### src/rtl/fetch_pkg.sv
// Shared types and constants for the RV32I instruction fetch stage.
package fetch_pkg;

    // Fetch control states.
    typedef enum logic [1:0] {
        BOOT = 2'd0,
        RUN  = 2'd1,
        HALT = 2'd2
    } fetch_state_e;

    // addi x0, x0, 0 -- the architectural NOP used for bubbles.
    localparam logic [31:0] NOP = 32'h0000_0013;

    // Default byte-address width, matching the 64-word instruction memory.
    localparam int unsigned PC_WIDTH_DEF = 8;

    // Sequential fetch step in bytes.
    localparam int unsigned PC_INC = 4;

endpackage

### src/rtl/fetch_stage_if_id_reg.sv
// IF/ID pipeline register with load, bubble and hold controls.
module if_id_reg
    import fetch_pkg::*;
#(
    parameter int unsigned PC_WIDTH = PC_WIDTH_DEF
) (
    input  logic                clk,
    input  logic                rst,
    input  logic                load,
    input  logic                bubble,
    input  logic [PC_WIDTH-1:0] pc,
    input  logic [31:0]         instr,
    output logic                valid,
    output logic [PC_WIDTH-1:0] id_pc,
    output logic [31:0]         id_instr
);

    // Bubble beats load; a bubble keeps id_pc so decode still sees the last PC.
    always_ff @(posedge clk) begin
        if (rst) begin
            valid    <= 1'b0;
            id_pc    <= '0;
            id_instr <= NOP;
        end else if (bubble) begin
            valid    <= 1'b0;
            id_instr <= NOP;
        end else if (load) begin
            valid    <= 1'b1;
            id_pc    <= pc;
            id_instr <= instr;
        end
    end

endmodule

### src/rtl/fetch_stage.sv
// RV32I instruction fetch: PC, next-PC selection, fetch FSM and fetch counter.
module fetch_stage
    import fetch_pkg::*;
#(
    parameter int unsigned          PC_WIDTH  = PC_WIDTH_DEF,
    parameter logic [PC_WIDTH-1:0]  RESET_PC  = '0,
    parameter int unsigned          CNT_WIDTH = 16
) (
    input  logic                 clk,
    input  logic                 rst,
    output logic [PC_WIDTH-1:0]  imem_addr,
    input  logic [31:0]          imem_instr,
    input  logic                 stall,
    input  logic                 redirect_valid,
    input  logic [PC_WIDTH-1:0]  redirect_target,
    input  logic                 halt_req,
    output logic                 id_valid,
    output logic [PC_WIDTH-1:0]  id_pc,
    output logic [31:0]          id_instr,
    output logic                 halted,
    output logic [CNT_WIDTH-1:0] fetch_count
);

    fetch_state_e        state;
    logic [PC_WIDTH-1:0] pc;
    logic                active;
    logic                do_redirect;
    logic                do_advance;
    logic                do_bubble;
    logic [PC_WIDTH-1:0] target_aligned;

    // Redirect targets are forced to word alignment; the low bits are dropped.
    logic unused_target_lsbs;
    assign unused_target_lsbs = ^redirect_target[1:0];
    assign target_aligned     = {redirect_target[PC_WIDTH-1:2], 2'b00};

    // Priority: halt > redirect > stall > advance; nothing moves once halted.
    assign active      = (state != HALT);
    assign do_redirect = active && !halt_req && redirect_valid;
    assign do_advance  = active && !halt_req && !redirect_valid && !stall;
    assign do_bubble   = active && (halt_req || redirect_valid);

    assign imem_addr = pc;

    // Fetch FSM; halted is kept as its own flop so the output is registered.
    always_ff @(posedge clk) begin
        if (rst) begin
            state  <= BOOT;
            halted <= 1'b0;
        end else begin
            case (state)
                BOOT: begin
                    if (halt_req) begin
                        state  <= HALT;
                        halted <= 1'b1;
                    end else begin
                        state <= RUN;
                    end
                end
                RUN: begin
                    if (halt_req) begin
                        state  <= HALT;
                        halted <= 1'b1;
                    end
                end
                HALT: begin
                    state <= HALT;
                end
                default: begin
                    state  <= BOOT;
                    halted <= 1'b0;
                end
            endcase
        end
    end

    // Program counter: redirect target, sequential step, or hold.
    always_ff @(posedge clk) begin
        if (rst) begin
            pc <= RESET_PC;
        end else if (do_redirect) begin
            pc <= target_aligned;
        end else if (do_advance) begin
            pc <= pc + PC_WIDTH'(PC_INC);
        end
    end

    // Count instructions delivered to decode; wraps naturally.
    always_ff @(posedge clk) begin
        if (rst) begin
            fetch_count <= '0;
        end else if (do_advance) begin
            fetch_count <= fetch_count + CNT_WIDTH'(1);
        end
    end

    if_id_reg #(
        .PC_WIDTH (PC_WIDTH)
    ) u_if_id (
        .clk      (clk),
        .rst      (rst),
        .load     (do_advance),
        .bubble   (do_bubble),
        .pc       (pc),
        .instr    (imem_instr),
        .valid    (id_valid),
        .id_pc    (id_pc),
        .id_instr (id_instr)
    );

endmodule

### config.mk
export PLATFORM = sky130hd
export DESIGN_NAME = fetch_stage
export DESIGN_NICKNAME = d
export VERILOG_FILES = /design/src/rtl/fetch_pkg.sv /design/src/rtl/fetch_stage_if_id_reg.sv /design/src/rtl/fetch_stage.sv
export SDC_FILE = /design/constraint.sdc
export NUM_CORES = 1
export LEC_CHECK = 0
export CAP_MARGIN = 40
export CORE_MARGIN = 8
export CORE_UTILIZATION = 33
export DETAILED_ROUTE_END_ITERATION = 8
export PLACE_DENSITY_LB_ADDON = 0.25
export SLEW_MARGIN = 20
export SYNTH_ARGS = -nofsm -noshare
export SYNTH_HDL_FRONTEND = slang
export SYNTH_HIERARCHICAL = 1
export SYNTH_SLANG_ARGS = --single-unit
### constraint.sdc
create_clock -name clk -period 2.42 [get_ports clk]
set_input_delay 0.726 -clock clk [delete_from_list [all_inputs] [get_ports clk]]
set_output_delay 0.726 -clock clk [all_outputs]
set_load 0.02 [all_outputs]
Word level (Yosys, flattened, before mapping)
Cells that the tools add are included.

Word-level logic and storage cells: 40. Input bits: 45. Register bits after elaboration: 68.

Add/subtract/negate cells: 2. Reductions and logical operators: 16. Multiplexer cells: 7. Eq/ne operators: 5. Bitwise operators: 2.

Operators by type and width (number): 16-bit by 1-bit adder with 16-bit output, second input constant (1); 8-bit 2-to-1 mux (2); 8-bit by 3-bit adder with 8-bit output, second input constant (1); 2-bit one-hot mux with 3 select lines (1); 2-bit OR reduction (3); 1-bit logical AND (5); 2-bit 2-to-1 mux (2); 2-bit != test, second input constant (2); 2-bit AND reduction (2); 1-bit logical NOT (3); 2-bit by 1-bit == test with 1-bit output, second input constant (1); 2-bit == test, second input constant (1); 2-bit logical NOT (1); 2-bit by 1-bit != test with 1-bit output, second input constant (1); 1-bit NOT (2); 1-bit one-hot mux with 2 select lines (1); 2-bit nonzero test (1); 1-bit logical OR (1); 1-bit 2-to-1 mux (1).

Logic depth before layout (Yosys ltp)
Depth in word-level cells: 6. Depth in mapped cells: 9. Gate-level depth less buffers: 7.

Hierarchy
Netlist, hierarchy kept.

Modules (own cells, without submodules): if_id_reg (cells each 143, seq. area each 820.8 µm², times used 1, area an instance 1562.7 µm²); fetch_stage (cells each 146, seq. area each 500.5 µm², times used 1, area an instance 1242.4 µm²).

Worst setup path after synthesis
No wires, ideal clock.

Kind: input port to flip-flop. Start point: input port halt_req. End point: register u_if_id.id_instr[0]. Setup slack: 136 ps. Data required time: 2299 ps. Stages on the path: 7. Path buffers: 3. Data arrival time: 2164 ps. Cells stage by stage: or4_4 -> clkinv_4 -> buf_2 -> buf_6 -> buf_12 -> mux2i_1 -> nand2_1.

Cells in the longest elaborated chain, start to end: 4.

Ends and longest elaborated chain: start, declared (RTL line fetch_stage.sv:16) `input logic halt_req,`; 1-bit logical NOT (RTL line fetch_stage.sv:40) `assign do_advance = active && !halt_req && !redirect_valid && !stall;`; 1-bit logical AND (3 in series) (RTL line fetch_stage.sv:40); named net do_advance (RTL line fetch_stage.sv:28) `logic do_advance;`; end signal, assigned (RTL line fetch_stage_if_id_reg.sv:30) `id_instr <= instr;`; end, declared (RTL line fetch_stage_if_id_reg.sv:15) `output logic [31:0] id_instr`.

The timed path passes the listed nets, and every way through them passes these cells. A chain may end at the register's enable or synchronous reset.

Final worst setup path
Start point: input port halt_req. End point: register fetch_count[10].

Cells in the longest elaborated chain, start to end: 4.

Ends and longest elaborated chain: 1-bit logical NOT (RTL line fetch_stage.sv:40); 1-bit logical AND (3 in series) (RTL line fetch_stage.sv:40); end signal, assigned (RTL line fetch_stage.sv:93) `fetch_count <= fetch_count + CNT_WIDTH'(1);`; end, declared (RTL line fetch_stage.sv:21) `output logic [CNT_WIDTH-1:0] fetch_count`.

Every way passes these cells.

==> metrics.md <==
| Metric | Value |
|---|---|
| Status | `complete, no violations` |
| Synth top area share | `47.1%` |
| CTS HTree Levels | `3` |
| Worst vdd ir | `between 0.2 and 0.25 mV` |
| Post-synthesis register bit count | `66` |
| Crit-path max FO | `11` |
| Reg area | `1320 sq um` |
| Worst-Skew Late Latency | `roughly 0.34 ns` |
| Initial antenna violation count | `0` |
| First drt pass iteration count | `4` |
| Maxcap violations | `0` |
| Most common cell in the netlist | `dfxtp_1` |
| Largest net degree at the start of global routing | `36` |
| Post-Synthesis Cell Area | `2810 sq um` |
| Synth unique cells | `37` |
| Dominant register cell in the synthesized netlist | `dfxtp_1` |
| Multi-input logic area | `1350 sq um` |
| Gr ovfl total | `0` |
| Top-Level Pins | `111` |
| CTS Buf Count | `9` |
| Core area | `between 8000 and 9000 sq um` |
| CTS tree | `built` |
| Worst path arrival time | `2.47 ns` |
| GRT Total Usage | `12.6%` |
| Fmax | `about 450 MHz` |
| Starting Density | `34.1%` |
| CP max-delay cell | `or4_4` |
| Setup Fix Bufs, Post-CTS | `0` |
| Sequential fraction of the synthesis area | `47.1%` |
| Clk_skew | `0.00829 ns` |
| First-pass GRT wire length | `11.8 mm` |
| Layout area overhead | `52.8%` |
| Period utilization | `91.3%` |
| # setup viols final | `0` |
| Final core occ | `52.2%` |
| Routed wire length | `7.36 mm` |
| Yosys Warn Count | `6` |
| Port Buffers | `106` |
| Crit path buf inv count | `2` |
| Unrepaired setup endpoints after global routing | `false` |
| N_diodes | `0` |
| Worst min-delay path startpoint | `u_if_id/valid` |
| Fin cells | `520` |
| CP Data Required Time | `about 2.7 ns` |
| Setup crit start kind | `input port` |
| Slew Limit Fails | `0` |
| Crit path launch | `halt_req` |
| Post-route antenna net violation count | `0` |
| Synth async-reset ratio | `0%` |
| Syn avg cell area | `9.71 sq um` |
| CP cell instances | `clkdlybuf4s50_1 -> or4_4 -> clkinv_4 -> nand3_4 -> or3_1 -> a21oi_1` |
| Hold_buf cts | `0` |
| FILL cells | `792` |
| CTS resizes | `0` |
| Power per cell area | `between 600 and 700 nW/um^2` |
| Clock Tree Buf Depth | `2` |
| Post-Synthesis Cells | `289` |
| Routability cong. | `0.768` |
| First DRT Iteration DRCs | `between 100 and 150` |
| Fin nets | `~460` |
| Crit end category | `register` |
| Overall power | `about 2.6 mW` |
| Die area | `11,700 sq um` |
| Crit path kind | `input port to register` |
| Placed insts | `504` |
| Die Y | `between 100 and 150 microns` |
| Crit-path max cell delay | `around 0.56 ns` |
| Root Driver | `clkbuf_8` |
| Via density | `4.78` |
| Vias after detailed routing | `between 2,000 and 2,500` |
| Yosys top cell by area | `dfxtp_1` |
| Worst-path clk slew | `0.07 ns` |
| Top post-synthesis cells by count | `dfxtp_1, nor2_1, mux2i_1, o21ai_0` |
| Fraction of layout cells with a size suffix above 1 | `9.64%` |
| # rows | `33` |
| Clk sinks | `66` |
| Post-DP HPWL | `5.41 mm` |
| Delay-heaviest family, CP | `simple AND/OR/NAND/NOR gates` |
| FF-to-FF Start | `state[0]` |
| Routed len/inst | `around 14 microns` |
| Final hold violation count | `0` |
| Top cells by area, synth | `dfxtp_1, mux2i_1, nor2_1` |
| # DRC | `0` |
| Leak | `1.52 nW` |
| Fin crit period | `2.21 ns` |
| EDFF count, synth | `0` |
| Chip width | `approximately 110 microns` |
| HP Class | `register to register` |
| Vias in the first global route | `2,410` |
[sequential cells by signal, indices dropped and copies added, names as in the netlist]
register	flops
u_if_id/id_instr	32
fetch_count	16
u_if_id/id_pc	8
imem_addr	6
state	2
halted	1
u_if_id/valid	1
[worst min-delay path, delay by kind of cell (launching register included)]
family,cells,cell delay [ns]
flip-flops,1,0.34
AND/OR/NAND/NOR,2,0.10
[layout by cell type, fill, tap and decap left out, types with 7 or more instances in the layout]
| cell type | count |
|---|---|
| clkbuf_8 | 10 |
| xor2_1 | 7 |
| nand4bb_1 | 8 |
| dfxtp_1 | 66 |
| nand2b_1 | 9 |
| a21oi_1 | 11 |
| nand2_1 | 11 |
| buf_4 | 13 |
| nor2_1 | 51 |
| clkdlybuf4s50_1 | 106 |
| o21ai_0 | 18 |
| or3_1 | 7 |
| mux2i_1 | 33 |
[final timing paths]
kind | to | depth (start not counted) | slack, ns
hold / removal | u_if_id/valid | 2 | 0.48
setup / recovery | fetch_count[10] | 6 | 0.21
setup reg to reg | fetch_count[10] | 7 | 0.29
hold reg to reg | u_if_id/valid | 2 | 0.48
[kinds of logic (layout without fill, tap and decap cells)]
family | after synthesis | after routing | share of synthesized area [%]
other cells | 1 | 4 | 0.134
simple gates | 117 | 117 | 22.7
xor+xnor | 9 | 9 | 2.81
flops | 66 | 66 | 47.1
fa+ha+maj | 6 | 6 | 2.68
mux | 33 | 33 | 11.8
compound gates | 37 | 37 | 7.49
buf+inv | 20 | 143 | 5.31
[cell type report]
class	count	share of cell area, %
clock inverters	6	2.10
flip-flops and latches	66	30.8
inverters	4	0.467
multi-input cells	206	31.4
well taps	105	3.07
clock buffers	10	3.21
repair buffers	123	28.9
[where the power goes]
group | switching (mW) | total [mW] | internal (mW)
logic | 0.177 | 0.388 | 0.211
registers | 0.0315 | 1.15 | 1.12
clock network | 0.433 | 1.04 | 0.610
[per-stage QoR]
| step | setup slack [ns] | TNS [ns] | hold WS, ns | cell area, sq um |
|---|---|---|---|---|
| 2_1_floorplan | 0.136 | 0 | 0.534 | 2820 |
| 3_3_place_gp | -0.125 | -3.31 | 0.444 | 4060 |
| 3_5_place_dp | -0.155 | -4.49 | 0.460 | 4060 |
| 4_1_cts | 0.199 | 0 | 0.480 | 4290 |
| 5_1_grt | 0.136 | 0 | 0.500 | 4290 |
| 6_report | 0.211 | 0 | 0.475 | 4290 |
[metal layers]
metal | GRT usage (%) | part of all wire [%]
met2 | 19.0 | 43
met3 | 4.58 | 8.6
met1 | 15.9 | 47
met4 | 5.15 | 1.4
met5 | 0 | 0
No activity file was read; power rests on OpenSTA's default activity.
